[src/rtl/matmul_sequencer.sv]
// Sequencer for the 2x2 signed 8-bit matrix multiplier: streams A/B bytes into
// its memories, waits for the product, streams C out, then clears the multiplier.
module matmul_sequencer #(
   parameter int SETTLE_CYC = 2,
   parameter int RD_LAT     = 1
) (
   input  logic        clk,
   input  logic        reset,
   input  logic        abort,
   input  logic        s_valid,
   output logic        s_ready,
   input  logic [7:0]  s_data,
   output logic        m_valid,
   input  logic        m_ready,
   output logic [16:0] m_data,
   output logic [1:0]  m_idx,
   output logic        m_last,
   output logic        busy,
   output logic        done,
   output logic        mm_data_in,
   output logic        mm_mem_sel,
   output logic        mm_row_in,
   output logic        mm_col_in,
   output logic [7:0]  mm_data,
   output logic        mm_row_out,
   output logic        mm_col_out,
   input  logic [16:0] mm_out,
   output logic        mm_reset,
   output logic [2:0]  dbg_state
);

   typedef enum logic [2:0] {
      LOAD   = 3'd0,
      SETTLE = 3'd1,
      READ   = 3'd2,
      SEND   = 3'd3,
      CLEAR  = 3'd4
   } state_t;

   // wait_cnt serves both the settle delay and the read latency.
   localparam int WMAX = (SETTLE_CYC > RD_LAT) ? SETTLE_CYC : RD_LAT;
   localparam int WW   = (WMAX < 2) ? 1 : $clog2(WMAX);
   localparam logic [WW-1:0] SETTLE_LAST = WW'(SETTLE_CYC - 1);
   localparam logic [WW-1:0] RD_LAST     = WW'(RD_LAT - 1);

   state_t          state;
   logic [2:0]      ld_cnt;
   logic [WW-1:0]   wait_cnt;
   logic [1:0]      rd_cnt;
   logic [1:0]      rd_next;
   logic            s_fire;
   logic            m_fire;

   // Both streams transfer a beat on a rising edge where valid and ready are
   // both high and abort is low; a producer holds valid and its payload
   // unchanged until that edge, and ready never depends combinationally on valid.
   assign s_fire    = s_valid & s_ready & ~abort;
   assign m_fire    = m_valid & m_ready & ~abort;
   assign rd_next   = rd_cnt + 2'd1;
   assign dbg_state = state;

   always_ff @(posedge clk or negedge reset) begin
      if (!reset) begin
         state      <= LOAD;
         ld_cnt     <= 3'd0;
         wait_cnt   <= '0;
         rd_cnt     <= 2'd0;
         s_ready    <= 1'b0;
         m_valid    <= 1'b0;
         m_data     <= 17'd0;
         m_idx      <= 2'd0;
         m_last     <= 1'b0;
         busy       <= 1'b0;
         done       <= 1'b0;
         mm_data_in <= 1'b0;
         mm_mem_sel <= 1'b0;
         mm_row_in  <= 1'b0;
         mm_col_in  <= 1'b0;
         mm_data    <= 8'd0;
         mm_row_out <= 1'b0;
         mm_col_out <= 1'b0;
         mm_reset   <= 1'b0;
      end else begin
         mm_data_in <= 1'b0;
         done       <= 1'b0;
         mm_reset   <= 1'b0;
         if (abort && state != CLEAR) begin
            // Cancel: clear the multiplier without reporting completion.
            state    <= CLEAR;
            mm_reset <= 1'b1;
            s_ready  <= 1'b0;
            m_valid  <= 1'b0;
            busy     <= 1'b1;
            ld_cnt   <= 3'd0;
            wait_cnt <= '0;
            rd_cnt   <= 2'd0;
         end else begin
            case (state)
               LOAD: begin
                  s_ready <= 1'b1;
                  if (s_fire) begin
                     mm_data_in <= 1'b1;
                     mm_mem_sel <= ld_cnt[2];
                     mm_row_in  <= ld_cnt[1];
                     mm_col_in  <= ld_cnt[0];
                     mm_data    <= s_data;
                     busy       <= 1'b1;
                     if (ld_cnt == 3'd7) begin
                        state    <= SETTLE;
                        ld_cnt   <= 3'd0;
                        wait_cnt <= '0;
                        s_ready  <= 1'b0;
                     end else begin
                        ld_cnt <= ld_cnt + 3'd1;
                     end
                  end
               end
               SETTLE: begin
                  // First settle cycle is the one carrying the last write strobe.
                  if (wait_cnt == SETTLE_LAST) begin
                     state      <= READ;
                     wait_cnt   <= '0;
                     rd_cnt     <= 2'd0;
                     mm_row_out <= 1'b0;
                     mm_col_out <= 1'b0;
                  end else begin
                     wait_cnt <= wait_cnt + WW'(1);
                  end
               end
               READ: begin
                  if (wait_cnt == RD_LAST) begin
                     m_data   <= mm_out;
                     m_idx    <= rd_cnt;
                     m_last   <= (rd_cnt == 2'd3);
                     m_valid  <= 1'b1;
                     wait_cnt <= '0;
                     state    <= SEND;
                  end else begin
                     wait_cnt <= wait_cnt + WW'(1);
                  end
               end
               SEND: begin
                  if (m_fire) begin
                     m_valid <= 1'b0;
                     if (rd_cnt == 2'd3) begin
                        state    <= CLEAR;
                        rd_cnt   <= 2'd0;
                        mm_reset <= 1'b1;
                        done     <= 1'b1;
                     end else begin
                        rd_cnt     <= rd_next;
                        mm_row_out <= rd_next[1];
                        mm_col_out <= rd_next[0];
                        state      <= READ;
                     end
                  end
               end
               CLEAR: begin
                  state    <= LOAD;
                  s_ready  <= 1'b1;
                  busy     <= 1'b0;
                  ld_cnt   <= 3'd0;
                  wait_cnt <= '0;
                  rd_cnt   <= 2'd0;
               end
               default: begin
                  state   <= LOAD;
                  s_ready <= 1'b0;
                  m_valid <= 1'b0;
                  busy    <= 1'b0;
               end
            endcase
         end
      end
   end

endmodule

[config.mk]
export PLATFORM = sky130hd
export DESIGN_NAME = matmul_sequencer
export DESIGN_NICKNAME = d
export VERILOG_FILES = /design/src/rtl/matmul_sequencer.sv
export SDC_FILE = /design/constraint.sdc
export NUM_CORES = 1
export LEC_CHECK = 0
export BUFFER_PORTS_ARGS = -buffer_cell sky130_fd_sc_hd__buf_2
export CORE_UTILIZATION = 49
export CTS_CLUSTER_DIAMETER = 60
export CTS_CLUSTER_SIZE = 16
export DETAILED_ROUTE_END_ITERATION = 8
export PLACE_DENSITY = 0.84
export SETUP_SLACK_MARGIN = 0.1
export SLEW_MARGIN = 30
export SYNTH_ARGS = -nofsm -noshare
export SYNTH_HDL_FRONTEND = slang
export SYNTH_SLANG_ARGS = --single-unit
[constraint.sdc]
create_clock -name clk -period 2.2 [get_ports clk]
set_clock_uncertainty 0.05 [all_clocks]
set_input_delay 0.44 -clock clk [delete_from_list [all_inputs] [get_ports clk]]
set_output_delay 0.44 -clock clk [all_outputs]
set_load 0.02 [all_outputs]
==> impl_results.md, run 1 <==
* RSZ-0062 raised after global routing: no
* Post-CTS Repair Setup Buffers at 0
* Syn_nets at 194
* Initial DRC Count at 49
* Top post-synthesis cells by area: dfrtp_1, mux2_1, nand2_1
* Critical Path Start: dbg_state[1]
* Starting Density at 0.517
* Nature of the critical path startpoint: register
* First-pass GRT wire length at 6.31 mm
* Synth top area share at 0.577
* Vias at 1533
* Placement row count at 23
* IO buf count at 71
* DPL Wire Length at 2.95 mm
* DRC at 0
* Crit path to: mm_data[5]
* Synth warnings at 0
* Worst-path clk slew at 80 ps
* Synth async-reset ratio at 1.00
* Largest net degree at the start of global routing at 27
* Clk_lat worst skew at 290 ps
* Required time of the critical path at 2320 ps
* Die area at 4510 µm²
* Final min period at 1890 ps
* CP Data Arrival Time at 2010 ps
* FILL cells at 317
* Mapped cell area at 2080 µm²
* Die height at 67.2 µm
* Initial DRT Pass Iterations at 4
* Fin. max-slew vios at 0
* Vias/cell at 5.36
* WL/cell at 13.7 µm
* Final wirelength at 3.92 mm
* Clock sink total at 48
* Post-synth top cells: dfrtp_1, mux2_1, nand2_1, nor2_1, a21oi_1
* Share of layout cells above drive strength 1 at 0.373
* # setup viols final at 0
* Maximum vdd drop at 0.428 mV
* Longest Clk Path Bufs at 2
* Final hold slack at 82.1 ps
* CTS Hold Bufs at 0
* Area of the multi-input gates at 805 µm²
* Core area at 4030 µm²
* FF+latch area at 1200 µm²
* Final cycle utilization of the critical path at 0.859
* Depth of the CTS H-tree at 2
* Post-CTS sizing at 0
* Synth cell types at 36
* Top_reg_cell synth: dfrtp_1
* Final Hold Viols at 0
* Most numerous cell in the Yosys netlist: dfrtp_1
* Total CTS buffers at 5
* Syn_area_per_cell at 12.9 µm²
* I/O Pins at 72
* Layout area overhead at 24.0%
* Routability cong. at 0.845
* NumNets Final at 268
* Dominant cell type by area after synthesis: dfrtp_1
* Post-Synthesis Cells at 161
* R2R Setup Slk at 310 ps
* Leak Pwr at 0.00143 µW
* Crit. End Element: register
* Worst min path class: input pin to asynchronous set/reset pin
* PD cells at 656 nW/µm²
* FF-to-FF Start: dbg_state[1]
* Number of global-route vias before repair at 1341
* TNS Setup at 0 ps
* Max Cap Violations at 0
* Die W at 67.2 µm
* Status: finished clean
* Slew @ Worst Pin at 564 ps
* Crit Path Class: register to register
* Register area share after synthesis at 0.577
* RR Endpoint: mm_data[5]
* R2R depth at 3
* Antenna violations before repair at 0
* Seq cells post-synth at 48
* Root Driver: clkbuf_8
* Peak Freq at 0.529 GHz
* CTS tree: yes
* Gr usage total at 0.194
* Antenna Cells at 0
* Slew Limit Headroom at 0.624
* Final ANT Viol Nets at 0
* Total congestion overflow at 0
* EDFF count, synth at 0
* CP max FO at 16
==> cells by family after synthesis <==
family,after synthesis,synth area share
compound gates,22,0.0751
fa+ha+maj,3,0.0180
buf+inv,14,0.0367
flops,48,0.577
mux,35,0.188
simple gates,39,0.105
==> state kept, by name, summed over array words and instances (netlist names) <==
name        flops
m_idx           2
m_valid         1
m_last          1
m_data         17
mm_reset        1
mm_data_in      1
done            1
ld_cnt          3
mm_col_out      1
mm_row_in       1
rd_cnt          2
mm_data         8
dbg_state       3
mm_col_in       1
mm_row_out      1
busy            1
wait_cnt        1
s_ready         1
mm_mem_sel      1
==> layout make-up <==
cell class | count | share of cell area
multi-input combinational | 99 | 0.312
sequential | 48 | 0.465
clock inverter | 1 | 0.00291
tap | 50 | 0.0242
clock buffer | 7 | 0.0334
inverter | 6 | 0.00872
timing repair buffer | 75 | 0.154
==> power breakdown <==
| part | total [µW] | switching [µW] | internal [µW] |
|---|---|---|---|
| combinational | 218 | 130 | 87.9 |
| clock | 525 | 270 | 255 |
| sequential | 952 | 25.7 | 927 |
| total | 1700 | 425 | 1270 |
==> stage by stage <==
step | total power [µW] | instance area [µm²] | std cells | utilization | worst slack [ps]
floorplan | 1090 | 2080 | 161 | - | 528
global placement | 1190 | 2490 | 278 | 0.618 | 365
detailed placement | 1190 | 2490 | 278 | 0.618 | 304
CTS | 1720 | 2580 | 286 | 0.641 | 289
global route | 1790 | 2580 | 286 | 0.641 | 183
finish | 1700 | 2580 | 286 | 0.641 | 310
==> critical path, stage by stage (launching register included) <==
cell and delay (ps):
dfrtp_1 540, and4bb_2 430, nand2_1 320, mux2_1 420
==> metal layers <==
layer | GRT usage | part of all wire
met2 | 0.315 | 0.46
met4 | 0.0957 | 0.014
met3 | 0.0456 | 0.080
met5 | 0 | 0
met1 | 0.244 | 0.45
==> worst min-delay path by stage <==
stage          start  depth (start not counted)         to
5_1_grt        reset                          1  m_data[5]
3_3_place_gp   reset                          1  m_data[5]
3_5_place_dp   reset                          1  m_data[5]
6_report       reset                          1  m_data[5]
2_1_floorplan  reset                          0       busy
4_1_cts        reset                          1  m_data[5]
==> placed cells by master, fill, tap and decap left out, types with 2 or more instances in the layout <==
cell      count
buf_2        71
dfrtp_1      48
mux2_1       30
nor2_1       11
nand2_1      11
a21oi_1       7
inv_1         6
clkbuf_8      6
o21ai_0       3
mux2_2        3
a22oi_1       3
ha_1          3
buf_4         3
and3_1        2
and4_1        2
nand2b_1      2
nand3b_1      2
mux2i_1       2
a22o_1        2
No activity file was read; power rests on OpenSTA's default activity.
==> run 2, diff against run 1 <==
--- a/config.mk
+++ b/config.mk
@@ -6,6 +6,7 @@
 export NUM_CORES = 1
 export LEC_CHECK = 0
 export BUFFER_PORTS_ARGS = -buffer_cell sky130_fd_sc_hd__buf_2
+export CORE_ASPECT_RATIO = 1.2
 export CORE_UTILIZATION = 49
 export CTS_CLUSTER_DIAMETER = 60
 export CTS_CLUSTER_SIZE = 16
==> run 2 against run 1 <==
Effect of this change: final area fell by 0.39%; via count increased by 0.39%; first-iteration DRC count grew 53%; fmax is 3.4% lower; global-route usage decreased by 0.77 points; sequential power is essentially flat; die area about the same; highest routed layer unchanged.
==> impl_results.md, run 2 (synthesized netlist as in run 1, its figures left out) <==
* Final wirelength at 3.99 mm (+1.6%)
* Maximum vdd drop at 0.368 mV (-14%)
* Die area at 4510 µm² (about the same)
* Max FFs per register at 17 (unchanged)
* Post-CTS sizing at 0 (unchanged)
* Critical path, cell by cell: and3b_1 > a21oi_1 > and4_1 > mux2_1
* Die W at 61.5 µm (-8.5%)
* Crit. End Element: register
* Required time of the critical path at 2330 ps (about the same)
* Core area at 4000 µm² (-0.62%)
* Routability cong. at 0.831 (-1.6%)
* First-pass GRT wire length at 6.16 mm (-2.4%)
* Longest Clk Path Bufs at 2 (unchanged)
* Gr usage total at 0.187 (-0.00770)
* Clock sink total at 48 (unchanged)
* RSZ-0062 raised after global routing: no
* Antenna Cells at 0 (unchanged)
* Status: finished clean
* Final ANT Viol Nets at 0 (unchanged)
* Number of global-route vias before repair at 1356 (+1.1%)
* Depth of the CTS H-tree at 2 (unchanged)
* R2R depth at 4 (+1)
* WP buf/inv at 0 (unchanged)
* Worst path top cell family by delay: flip-flops
* Layout area overhead at 23.6%
* Most frequent cells in the layout: buf_2, dfrtp_1, mux2_1, nor2_1, nand2_1
* FF+latch area at 1200 µm² (unchanged)
* DRC at 0 (unchanged)
* Slew Limit Headroom at 0.671 (+0.0469)
* Peak Freq at 0.511 GHz (-3.4%)
* Starting Density at 0.520 (+0.00323)
* CTS tree: yes
* Most common cell after layout, fill and taps aside: buf_2
* CP Data Arrival Time at 2090 ps (+80 ps)
* Die height at 73.4 µm (+9.3%)
* Final min period at 1960 ps (+67.4 ps)
* Worst min path class: input pin to asynchronous set/reset pin
* Total CTS buffers at 5 (unchanged)
* RR Endpoint: mm_col_out
* Final cycle utilization of the critical path at 0.890 (+0.0306)
* Max incr delay on CP at 640 ps (+100 ps)
* Vias at 1539 (+0.39%)
* Placement row count at 25 (+8.7%)
* Crit Path Class: register to register
* PD cells at 657 nW/µm² (+0.11%)
* Leak Pwr at 0.00142 µW (-0.67%)
* FF-to-FF Start: dbg_state[2]
* WL/cell at 13.8 µm (+0.90%)
* Worst-path clk slew at 80 ps (about the same)
* Tot Pwr at 1690 µW (-0.28%)
* CP max FO at 15 (-1)
* R2R Setup Slk at 240 ps (-70 ps)
* Biggest register: m_data
* TNS Setup at 0 ps (unchanged)
* CP max-delay cell: dfrtp_1
* IO buf count at 71 (unchanged)
* CTS Hold Bufs at 0 (unchanged)
* Vias/cell at 5.34 (-0.31%)
* Slew @ Worst Pin at 493 ps (-70.3 ps)
* Largest regs: m_data (17), mm_data (8)
* # setup viols final at 0 (unchanged)
* DPL Wire Length at 2.98 mm (+1.0%)
* Fin. max-slew vios at 0 (unchanged)
* Nature of the critical path startpoint: register
* I/O Pins at 72 (unchanged)
* Total congestion overflow at 0 (unchanged)
* Area of the multi-input gates at 805 µm² (unchanged)
* Initial DRC Count at 75 (+53%)
* FILL cells at 361 (+14%)
* Largest net degree at the start of global routing at 27 (unchanged)
* Share of layout cells above drive strength 1 at 0.368 (-0.00536)
* NumNets Final at 266 (-0.75%)
* Max Cap Violations at 0 (unchanged)
* Final Hold Viols at 0 (unchanged)
* Post-CTS Repair Setup Buffers at 0 (unchanged)
* Root Driver: clkbuf_8
* Initial DRT Pass Iterations at 4 (unchanged)
* Antenna violations before repair at 0 (unchanged)
* Clk_lat worst skew at 290 ps (about the same)
[run 2: cell count changes in the layout (fill, tap and decap cells not counted)]
cell and change:
buf_4 -2
[run 2: worst max-delay path by stage]
stage                       from          to  slack [ps]  depth (start not counted)
detailed placement  dbg_state[1]  mm_data[0]         290                          3
floorplan           dbg_state[2]   rd_cnt[0]         530                          5
CTS                 dbg_state[1]  mm_data[0]         260                          3
global route        dbg_state[1]  mm_mem_sel         140                          3
finish              dbg_state[2]  mm_col_out         240                          4
global placement    dbg_state[2]  mm_col_out         290                          4
[run 2: stage by stage]
step	hold WS (ps)	utilization	cells	area (µm²)	setup slack, ps
final	52.2	0.643	288	2570	242
after global routing	85.0	0.643	288	2570	141
after CTS	64.3	0.643	288	2570	263
after detailed placement	385	0.619	280	2480	286
after global placement	385	0.619	280	2480	288
after floorplan	94.4	-	161	2080	528
[run 2: layout make-up]
type,count,area share
flip-flops and latches,48,0.467
clock inverters,1,0.00292
repair buffers,73,0.149
clock buffers,7,0.0336
multi-input cells,99,0.313
well taps,54,0.0263
inverters,6,0.00875
[run 2: power breakdown]
group,internal [µW],switching [µW],leakage [µW]
Clock,255,268,0.0000445
Combinational,85.6,128,0.000740
Sequential,927,27.6,0.000637
[run 2: metal layers]
| layer | vias up | global-route usage | share of wire |
|---|---|---|---|
| li1 | 715 | - | - |
| met1 | 753 | 0.233 | 0.42 |
| met2 | 65 | 0.306 | 0.51 |
| met3 | 6 | 0.0616 | 0.063 |
| met4 | 0 | 0.0519 | 0.013 |
| met5 | - | 0 | 0 |
